File: src/rtl/cache_pkg.sv
// Shared data-cache definitions: address field positions, line address width
// and the write-back drain state encoding.
package cache_pkg;

  localparam int ADR_WIDTH_DEF = 32;

  localparam int TAG_MSB   = 31;
  localparam int TAG_LSB   = 11;
  localparam int INDEX_MSB = 10;
  localparam int INDEX_LSB = 4;
  localparam int WORD_MSB  = 3;
  localparam int WORD_LSB  = 2;
  localparam int BYTE_MSB  = 1;
  localparam int BYTE_LSB  = 0;

  localparam int LINE_ADR_WIDTH = ADR_WIDTH_DEF - 4;

  typedef enum logic [1:0] {
    IDLE,
    REQ,
    POP
  } drain_state_t;

endpackage

File: src/rtl/victim_wb_buffer_if.sv
// Victim write-back buffer bus: victim fill port, memory write port, snoop port
// and status flags. slave = the buffer, master = the cache/memory side.
interface victim_wb_buffer_if #(
  parameter int WORD_WIDTH = 32,
  parameter int ADR_WIDTH  = 32
);

  logic                  vic_valid_i;
  logic                  vic_ready_o;
  logic [ADR_WIDTH-1:0]  vic_adr_i;
  logic [1:0]            vic_word_i;
  logic [WORD_WIDTH-1:0] vic_dat_i;

  logic                  mem_wr_req_o;
  logic [ADR_WIDTH-1:0]  mem_wr_adr_o;
  logic [WORD_WIDTH-1:0] mem_wr_dat_o;
  logic                  mem_wr_ack_i;

  logic [ADR_WIDTH-1:0]  snoop_adr_i;
  logic                  snoop_hit_o;
  logic [WORD_WIDTH-1:0] snoop_dat_o;

  logic                  full_o;
  logic                  empty_o;
  logic                  fill_err_o;

  modport slave (
    input  vic_valid_i, vic_adr_i, vic_word_i, vic_dat_i, mem_wr_ack_i, snoop_adr_i,
    output vic_ready_o, mem_wr_req_o, mem_wr_adr_o, mem_wr_dat_o,
           snoop_hit_o, snoop_dat_o, full_o, empty_o, fill_err_o
  );

  modport master (
    output vic_valid_i, vic_adr_i, vic_word_i, vic_dat_i, mem_wr_ack_i, snoop_adr_i,
    input  vic_ready_o, mem_wr_req_o, mem_wr_adr_o, mem_wr_dat_o,
           snoop_hit_o, snoop_dat_o, full_o, empty_o, fill_err_o
  );

endinterface

File: src/rtl/victim_wb_buffer.sv
// Victim write-back buffer: collects evicted lines word by word and drains each
// line as four single-word memory writes. Define VICTIM_SNOOP_FWD_EN to forward buffered words on a snoop hit.
module victim_wb_buffer
  import cache_pkg::*;
#(
  parameter int WORD_WIDTH = 32,
  parameter int ADR_WIDTH  = ADR_WIDTH_DEF,
  parameter int WORD_NUM   = 4,
  parameter int DEPTH      = 2
) (
  input logic               clk,
  input logic               rst,
  victim_wb_buffer_if.slave bus
);

  localparam int PTR_W  = $clog2(DEPTH);
  localparam int CNT_W  = $clog2(DEPTH + 1);
  localparam int LINE_W = ADR_WIDTH - INDEX_LSB;

  typedef logic [PTR_W-1:0] ptr_t;

  logic [LINE_W-1:0]     line_adr [DEPTH];
  logic [WORD_WIDTH-1:0] line_dat [DEPTH][WORD_NUM];
  logic [DEPTH-1:0]      valid;
  logic [WORD_NUM-1:0]   fill_mask;
  ptr_t                  wr_ptr;
  ptr_t                  rd_ptr;
  logic [CNT_W-1:0]      count;

  drain_state_t          state;
  logic [1:0]            drain_word;
  logic                  req_q;
  logic [ADR_WIDTH-1:0]  adr_q;
  logic [WORD_WIDTH-1:0] dat_q;
  logic                  fill_err_q;

  logic                  ready;
  logic                  accept;
  logic [LINE_W-1:0]     vic_line;
  logic                  restart;
  logic                  line_clash;
  logic [WORD_NUM-1:0]   next_mask;
  logic                  complete;
  logic [1:0]            next_word;

  assign ready      = count < CNT_W'(DEPTH);
  assign accept     = bus.vic_valid_i && ready;
  assign vic_line   = bus.vic_adr_i[ADR_WIDTH-1:INDEX_LSB];
  assign line_clash = (fill_mask != '0) && (vic_line != line_adr[wr_ptr]);
  assign restart    = (fill_mask == '0) || line_clash;
  assign next_mask  = (restart ? '0 : fill_mask) | (WORD_NUM'(1) << bus.vic_word_i);
  assign complete   = accept && (next_mask == '1);
  assign next_word  = drain_word + 2'd1;

  // NOTE: line storage carries no reset; valid bits and the fill mask decide
  // which contents are live, so clearing the data array would only add muxes.
  always_ff @(posedge clk) begin
    if (accept) begin
      line_dat[wr_ptr][bus.vic_word_i] <= bus.vic_dat_i;
      if (restart) line_adr[wr_ptr] <= vic_line;
    end
  end

  // NOTE: all state here uses non-blocking assignments so every read sees the
  // pre-edge value, regardless of statement order within the block.
  always_ff @(posedge clk) begin
    if (rst) begin
      fill_mask  <= '0;
      valid      <= '0;
      wr_ptr     <= '0;
      rd_ptr     <= '0;
      count      <= '0;
      fill_err_q <= 1'b0;
      state      <= IDLE;
      drain_word <= '0;
      req_q      <= 1'b0;
      adr_q      <= '0;
      dat_q      <= '0;
    end else begin
      fill_err_q <= accept && line_clash;
      if (accept) fill_mask <= complete ? '0 : next_mask;
      if (complete) begin
        valid[wr_ptr] <= 1'b1;
        wr_ptr        <= wr_ptr + ptr_t'(1);
      end
      count <= count + CNT_W'(complete) - CNT_W'(state == POP);

      case (state)
        IDLE: begin
          if (count != '0) begin
            state      <= REQ;
            drain_word <= '0;
            req_q      <= 1'b1;
            adr_q      <= {line_adr[rd_ptr], 2'b00, 2'b00};
            dat_q      <= line_dat[rd_ptr][0];
          end
        end
        REQ: begin
          if (bus.mem_wr_ack_i) begin
            if (drain_word == 2'd3) begin
              state <= POP;
              req_q <= 1'b0;
            end else begin
              drain_word <= next_word;
              adr_q      <= {line_adr[rd_ptr], next_word, 2'b00};
              dat_q      <= line_dat[rd_ptr][next_word];
            end
          end
        end
        POP: begin
          valid[rd_ptr] <= 1'b0;
          rd_ptr        <= rd_ptr + ptr_t'(1);
          state         <= IDLE;
        end
        default: state <= IDLE;
      endcase
    end
  end

  assign bus.vic_ready_o  = ready;
  assign bus.full_o       = count == CNT_W'(DEPTH);
  assign bus.empty_o      = (count == '0) && (fill_mask == '0);
  assign bus.fill_err_o   = fill_err_q;
  assign bus.mem_wr_req_o = req_q;
  assign bus.mem_wr_adr_o = adr_q;
  assign bus.mem_wr_dat_o = dat_q;

`ifdef VICTIM_SNOOP_FWD_EN
  logic [LINE_W-1:0] snoop_line;
  logic [1:0]        snoop_word;
  logic              hit;
  logic [WORD_WIDTH-1:0] hit_dat;
  ptr_t              idx;

  assign snoop_line = bus.snoop_adr_i[ADR_WIDTH-1:INDEX_LSB];
  assign snoop_word = bus.snoop_adr_i[WORD_MSB:WORD_LSB];

  // NOTE: every output gets a default first so no path infers a latch.
  // Oldest complete entry is scanned first so newer matches overwrite it.
  always_comb begin
    hit     = 1'b0;
    hit_dat = '0;
    idx     = wr_ptr;
    for (int k = DEPTH; k >= 1; k--) begin
      idx = wr_ptr - ptr_t'(k);
      if (valid[idx] && (line_adr[idx] == snoop_line)) begin
        hit     = 1'b1;
        hit_dat = line_dat[idx][snoop_word];
      end
    end
    if (fill_mask[snoop_word] && (line_adr[wr_ptr] == snoop_line)) begin
      hit     = 1'b1;
      hit_dat = line_dat[wr_ptr][snoop_word];
    end
  end

  assign bus.snoop_hit_o = hit;
  assign bus.snoop_dat_o = hit_dat;
`else
  assign bus.snoop_hit_o = 1'b0;
  assign bus.snoop_dat_o = '0;
`endif

  logic unused_adr_bits;
  assign unused_adr_bits = ^{bus.vic_adr_i[INDEX_LSB-1:0], bus.snoop_adr_i};

endmodule
File: src/flat_wrapper.sv
// flat-port wrapper written by rule: the top's interface ports become plain ports
module victim_wb_buffer_flat import cache_pkg::*;
#(
  parameter int WORD_WIDTH = 32,
  parameter int ADR_WIDTH  = ADR_WIDTH_DEF,
  parameter int WORD_NUM   = 4,
  parameter int DEPTH      = 2
)
  (clk, rst, bus_vic_valid_i, bus_vic_adr_i, bus_vic_word_i, bus_vic_dat_i, bus_mem_wr_ack_i, bus_snoop_adr_i, bus_vic_ready_o, bus_mem_wr_req_o, bus_mem_wr_adr_o, bus_mem_wr_dat_o, bus_snoop_hit_o, bus_snoop_dat_o, bus_full_o, bus_empty_o, bus_fill_err_o);
  victim_wb_buffer_if #(.WORD_WIDTH(WORD_WIDTH), .ADR_WIDTH(ADR_WIDTH)) bus_i ();
  input logic clk;
  input logic rst;
  input wire logic [$bits(bus_i.vic_valid_i)-1:0] bus_vic_valid_i;
  input wire logic [$bits(bus_i.vic_adr_i)-1:0] bus_vic_adr_i;
  input wire logic [$bits(bus_i.vic_word_i)-1:0] bus_vic_word_i;
  input wire logic [$bits(bus_i.vic_dat_i)-1:0] bus_vic_dat_i;
  input wire logic [$bits(bus_i.mem_wr_ack_i)-1:0] bus_mem_wr_ack_i;
  input wire logic [$bits(bus_i.snoop_adr_i)-1:0] bus_snoop_adr_i;
  output wire logic [$bits(bus_i.vic_ready_o)-1:0] bus_vic_ready_o;
  output wire logic [$bits(bus_i.mem_wr_req_o)-1:0] bus_mem_wr_req_o;
  output wire logic [$bits(bus_i.mem_wr_adr_o)-1:0] bus_mem_wr_adr_o;
  output wire logic [$bits(bus_i.mem_wr_dat_o)-1:0] bus_mem_wr_dat_o;
  output wire logic [$bits(bus_i.snoop_hit_o)-1:0] bus_snoop_hit_o;
  output wire logic [$bits(bus_i.snoop_dat_o)-1:0] bus_snoop_dat_o;
  output wire logic [$bits(bus_i.full_o)-1:0] bus_full_o;
  output wire logic [$bits(bus_i.empty_o)-1:0] bus_empty_o;
  output wire logic [$bits(bus_i.fill_err_o)-1:0] bus_fill_err_o;
  assign bus_i.vic_valid_i = bus_vic_valid_i;
  assign bus_i.vic_adr_i = bus_vic_adr_i;
  assign bus_i.vic_word_i = bus_vic_word_i;
  assign bus_i.vic_dat_i = bus_vic_dat_i;
  assign bus_i.mem_wr_ack_i = bus_mem_wr_ack_i;
  assign bus_i.snoop_adr_i = bus_snoop_adr_i;
  assign bus_vic_ready_o = bus_i.vic_ready_o;
  assign bus_mem_wr_req_o = bus_i.mem_wr_req_o;
  assign bus_mem_wr_adr_o = bus_i.mem_wr_adr_o;
  assign bus_mem_wr_dat_o = bus_i.mem_wr_dat_o;
  assign bus_snoop_hit_o = bus_i.snoop_hit_o;
  assign bus_snoop_dat_o = bus_i.snoop_dat_o;
  assign bus_full_o = bus_i.full_o;
  assign bus_empty_o = bus_i.empty_o;
  assign bus_fill_err_o = bus_i.fill_err_o;
  victim_wb_buffer #(.WORD_WIDTH(WORD_WIDTH), .ADR_WIDTH(ADR_WIDTH), .WORD_NUM(WORD_NUM), .DEPTH(DEPTH)) u_core (.clk(clk), .rst(rst), .bus(bus_i));
endmodule
File: config.mk
export PLATFORM = sky130hd
export DESIGN_NAME = victim_wb_buffer_flat
export DESIGN_NICKNAME = d
export VERILOG_FILES = /design/src/rtl/cache_pkg.sv /design/src/rtl/victim_wb_buffer_if.sv /design/src/rtl/victim_wb_buffer.sv /design/src/flat_wrapper.sv
export SDC_FILE = /design/constraint.sdc
export NUM_CORES = 1
export LEC_CHECK = 0
export ABC_AREA = 1
export BUFFER_PORTS_ARGS = -buffer_cell sky130_fd_sc_hd__buf_2
export CAP_MARGIN = 20
export CORE_AREA = 5 5 173 175
export DETAILED_ROUTE_END_ITERATION = 6
export DIE_AREA = 0 0 178 180
export PLACE_DENSITY = 0.89
export SLEW_MARGIN = 20
export SYNTH_ARGS = -nofsm -noshare
export SYNTH_HDL_FRONTEND = slang
export SYNTH_SLANG_ARGS = --single-unit
File: constraint.sdc
create_clock -name clk -period 3.2 [get_ports clk]
set_input_delay 0.32 -clock clk [delete_from_list [all_inputs] [get_ports clk]]
set_output_delay 0.32 -clock clk [all_outputs]
set_load 0.02 [all_outputs]
# ---- Word level (Yosys, flattened, before mapping)
# Memory sizes are Yosys's and may differ from the RTL's. A register that Yosys moved wholly into a read port is not among the register bits.
# Index checks and enable logic that the tools add are counted.
dict set report word_totals {
  ff_bits 78
  ramBits 312
  inputBits 102
  out_inout_bits 102
  elab_cells 89
  n_memories 2
}
dict set report classes {
  addsub 5
  n_lt_le_gt_ge 4
  eq_ne 10
  n_shift 1
  muxes 38
  bitwise_logic 3
  reduce_logical 16
}
# name words word_bits rd rd_ports_with_merged_regs wr line_no
set memory_table {}
lappend memory_table {u_core.line_dat 2 128 1 1 1 victim_wb_buffer.sv:23} ;# logic [WORD_WIDTH-1:0] line_dat [DEPTH][WORD_NUM];
lappend memory_table {u_core.line_adr 2 28 2 2 1 victim_wb_buffer.sv:22} ;# logic [LINE_W-1:0] line_adr [DEPTH];
# operator count
set op_table {}
lappend op_table {{32-bit 2-to-1 mux} 9}
lappend op_table {{128-bit 2-to-1 mux} 1}
lappend op_table {{32-bit case mux with 2 select lines} 2}
lappend op_table {{32-bit binary-select mux with 2-bit select} 1}
lappend op_table {{32-bit demux with 2-bit select} 1}
lappend op_table {{28-bit inequality test} 1}
lappend op_table {{1-bit 2-to-1 mux} 13}
lappend op_table {{2-bit 2-to-1 mux} 6}
lappend op_table {{4-bit 2-to-1 mux} 2}
lappend op_table {{2-bit case mux with 2 select lines} 2}
lappend op_table {{4-bit AND reduction} 2}
lappend op_table {{2-bit equality test, second input constant} 3}
lappend op_table {{3-bit greater-or-equal comparator, second input constant} 2}
lappend op_table {{1-bit logical AND} 6}
lappend op_table {{2-bit inverter with 3-bit output} 2}
lappend op_table {{4-bit equality test, second input constant} 1}
lappend op_table {{2-bit logical NOT} 2}
lappend op_table {{4-bit logical NOT} 1}
lappend op_table {{2-bit by 1-bit inequality test with 1-bit output, second input constant} 2}
lappend op_table {{2-bit inequality test, second input constant} 2}
lappend op_table {{4-bit bitwise OR} 1}
lappend op_table {{2-bit nonzero test} 2}
lappend op_table {{4-bit nonzero test} 1}
lappend op_table {{1-bit by 2-bit << shifter with 4-bit output, first input constant} 1}
lappend op_table {{10 further kinds} 11}

# ---- Depth between registers and ports, before layout
dict set report logic_depth {
  depth_word 9
  mapped_depth 19
  depth_no_buf 18
}

# ---- Worst setup path after synthesis
# Ideal clock, no wire load.
dict set report synth_timing {
  kind {register to register}
  start {register (tool-made name)}
  end {memory u_core.line_adr[0][0] in the netlist's numbering (enable)}
  setup_ps 413
  arrival_time_ps 2419
  required_ps 2787
  slack_ps 368
  stages_incl_launch_ff 13
  path_buffers 2
  synth_period_minus_slack_ps 2832
  path_cell_list {dfxtp_1 buf_6 buf_2 nand2_1 o21ai_0 nand2_1 nand3_1 nor2_1 nand2_1 nor2_4 nand2_1 o21ai_0 nor2_1}
}
# item line_no
set synth_rtl {}
lappend synth_rtl {{end: declaration} victim_wb_buffer.sv:22}

==> results.tsv <==
stage	metric	value	unit
sta	skew	0.0273	ns
global_routing	overflow	0	
pwr	power.total	10.2	mW
critical_path	reg2reg_depth	12	
die	rows	62	
critical_path	cp_slowest_stage_delay	0.64	ns
sta	finalSetupViolCount	0	
die	fp.dieArea	0.0320	mm^2
pwr	power_leakage	7.10	nW
critical_path	path_common_cell	nand2_1	
sta	worst_pin_slew	0.885	ns
synth	yosysTopAreaCellShare	58.1	%
routing	avgViaCountPerCell	5.75	
outcome	status	finished, final reports clean	
synth	synth_top_area_cell	edfxtp_1	
sta	drv_slew	0	
cells_and_area	fin_nets	1740	
critical_path	cp_slowest_cell	nor2_2	
routing	drt_iter0_markers	1283	
sta	fmax	330	MHz
clock_tree	htree_levels	2	
routing	firstDrtPassIters	6	
routing	routed_wirelength	39200	um
routing	drc	0	
clock_tree	cts_tree	done	
die	boundaryPins	204	
global_routing	antenna_found_initial	6	
job	drv_cap	0	
synth	synth_area	0.0161	mm^2
global_routing	grt_pass1_vias	11600	
synth	synth-seq-cells	388	
critical_path	critical_path.cell_chain	buf_4, nand2_1, o21ai_0, nand2_1, nand2_1, nor2_1, nand2_1, nor2_4, nand2_1, o21ai_0, nor2_2, buf_4	
synth	ys_types	30	
clock_tree	path_clk_slew	0.06	ns
sta	fin_setup_tns	0	ns
sta	min_period_over_period	94.7	%
critical_path	criticalPathCategory	reg -> reg	
critical_path	crit_path_end_kind	flop	
critical_path	r2r_end	u_core.line_adr[1][3]	
pwr	ir_drop	410	uV
synth	netlist_top_cells_area	edfxtp_1 58%, dfxtp_1 9.4%, nand2_1 8.3%, o21ai_0 5.2%, nor2_1 4.5%	
synth	yosys_warnings	0	
global_routing	grt_usage	23.8	%
pwr	power_density	550	mW/mm^2
die	die_width	178	um
global_routing	grt_max_degree	132	
clock_tree	cts_sinks	388	
critical_path	crit_arrival	3.25	ns
cells_and_area	drive_gt1_share	13.9	%
cells_and_area	final_cell_mix	354 x nand2_1, 312 x edfxtp_1, 185 x nor2_1, 167 x o21ai_0, 132 x buf_2	
sta	min_period	3.03	ns
die	die_h	180	um
cells_and_area	layout_commonest_cell	nand2_1	
synth	yosysSeqAreaShare	67.5	%
routing	ant_nets	0	
global_routing	grt_pass1_wl	60700	um
critical_path	r2r_slack	0.17	ns
clock_tree	clk_latency	0.54	ns
clock_tree	clock_path_buffers	3	
critical_path	critPathRequiredTime	3.42	ns
clock_tree	numCtsBuffers	39	
routing	via_count	11800	
critical_path	crit_end	u_core.line_adr[1][3]	
worst_hold_path	hp-class	in -> reg	
synth	synthCells	1494	
placed_design	portBuffers	132	
sta	slew_headroom	41.0	%
critical_path	critPathLaunchType	flop	
clock_tree	root_buffer	clkbuf_16	
die	start_util	56.9	%
sta	hold_violations	0	
placed_design	gp_congestion	0.823	
routing	wl_per_cell	19.1	um
cells_and_area	syn2layout_area_growth	15.4	%
die	core_region_area	0.0283	mm^2
placed_design	dpl.hpwl	21500	um
synth	avgSynthCellArea	10.8	um^2
sta	rsz0062_at_grt	yes	
critical_path	crit_path_max_fanout	24	
[logic make-up (layout without fill, tap and decap cells)]
| group | count (synthesis) | in the layout | share of synthesized area [%] |
|---|---|---|---|
| fa+ha+maj | 3 | 3 | 0.233 |
| compound gates | 306 | 306 | 10.5 |
| other cells | 1 | 37 | 0.0233 |
| xor+xnor | 3 | 3 | 0.163 |
| simple gates | 589 | 589 | 14.4 |
| mux | 32 | 32 | 1.99 |
| flops | 388 | 388 | 67.5 |
| buf+inv | 172 | 309 | 5.14 |
[cells in the mapped netlist]
library cell and number:
buf_2 10, o32ai_1 32, xnor2_1 1, clkinv_1 1
buf_1 7, nand3_1 16, ha_1 3, nor2_1 195
o21ai_1 1, inv_1 51, edfxtp_1 312, nand2_2 2
o211ai_1 3, inv_2 2, o21ai_0 167, dfxtp_1 76
a31oi_1 28, nor3_1 1, a21oi_1 75, mux2i_1 32
buf_6 4, clkbuf_1 60, conb_1 1, xor2_1 2
nand3b_1 16, nor4_1 1, buf_4 36, nor2_4 3
nand2_1 355, inv_6 1
[sequential cells by signal, summed over array words and instances, names as in the netlist, named ones only]
register / flops
u_core.bus.fill_err_o: 1
u_core.bus.mem_wr_adr_o: 29
u_core.bus.mem_wr_dat_o: 32
u_core.bus.mem_wr_req_o: 1
u_core.count: 2
u_core.drain_word: 1
u_core.fill_mask: 4
u_core.line_adr: 56
u_core.line_dat: 256
u_core.rd_ptr: 1
u_core.state: 2
u_core.wr_ptr: 1
[worst min-delay path by stage]
stage                                   start                      to  slack [ns]  depth (start not counted)
after floorplan                           rst     u_core.fill_mask[3]        0.39                          1
after global placement        u_core.count[1]         u_core.count[1]        0.46                          1
after detailed placement  u_core.fill_mask[2]     u_core.fill_mask[2]        0.49                          2
after CTS                   bus_vic_adr_i[25]  u_core.line_adr[1][21]       0.001                          1
after global routing        bus_vic_adr_i[25]  u_core.line_adr[1][21]        0.01                          1
final                       bus_vic_adr_i[25]  u_core.line_adr[0][21]        0.03                          1
[report_power, final]
| group | leakage, nW | internal [mW] | switching (mW) |
|---|---|---|---|
| clock network | 0.581 | 2.42 | 1.85 |
| logic | 3.05 | 0.128 | 0.273 |
| registers | 3.47 | 5.53 | 0.0286 |
[worst max-delay path, delay by kind of cell (launching register included)]
family	cells	cell delay [ns]
AND/OR/NAND/NOR	8	1.32
flip-flops	1	0.43
AO/OA/AOI/OAI	2	0.24
buffers and inverters	2	0.71
[metal layers]
| metal | track usage (%) | part of all wire [%] | up-vias |
|---|---|---|---|
| met2 | 39.7 | 50 | 645 |
| met3 | 4.87 | 9.3 | 106 |
| met4 | 9.47 | 3.2 | 8 |
| met5 | 0 | 0.13 | - |
| met1 | 30.5 | 37 | 5624 |
| li1 | - | - | 5408 |
[timing repair]
action	in CTS	in global routing
buffers inserted	0	0
endpoints found under the hold margin	51	0
hold buffers	26	0
resized for setup	0	0
setup endpoints to repair	0	16
[layout make-up]
cell class,count,area (um^2)
Inverter,55,214
Timing Repair Buffer,183,1210
Sequential cell,388,10900
Clock buffer,53,1060
Fill cell,1914,9710
Tap cell,384,480
Multi-Input combinational cell,968,4600
Clock inverter,18,129
Antenna cell,2,5.00
[per-stage QoR]
stage	utilization [%]	cells	cell area, um^2	hold slack, ns	setup slack (ns)
finish	65.7	2051	18600	0.0297	0.169
global route	65.7	2051	18600	0.0105	-0.0318
CTS	65.7	2049	18600	0.00108	0.297
detailed placement	60.6	1952	17100	0.486	0.317
global placement	60.6	1952	17100	0.456	0.438
floorplan	-	1528	16300	0.389	0.368
(Power assumes the default switching activity.)
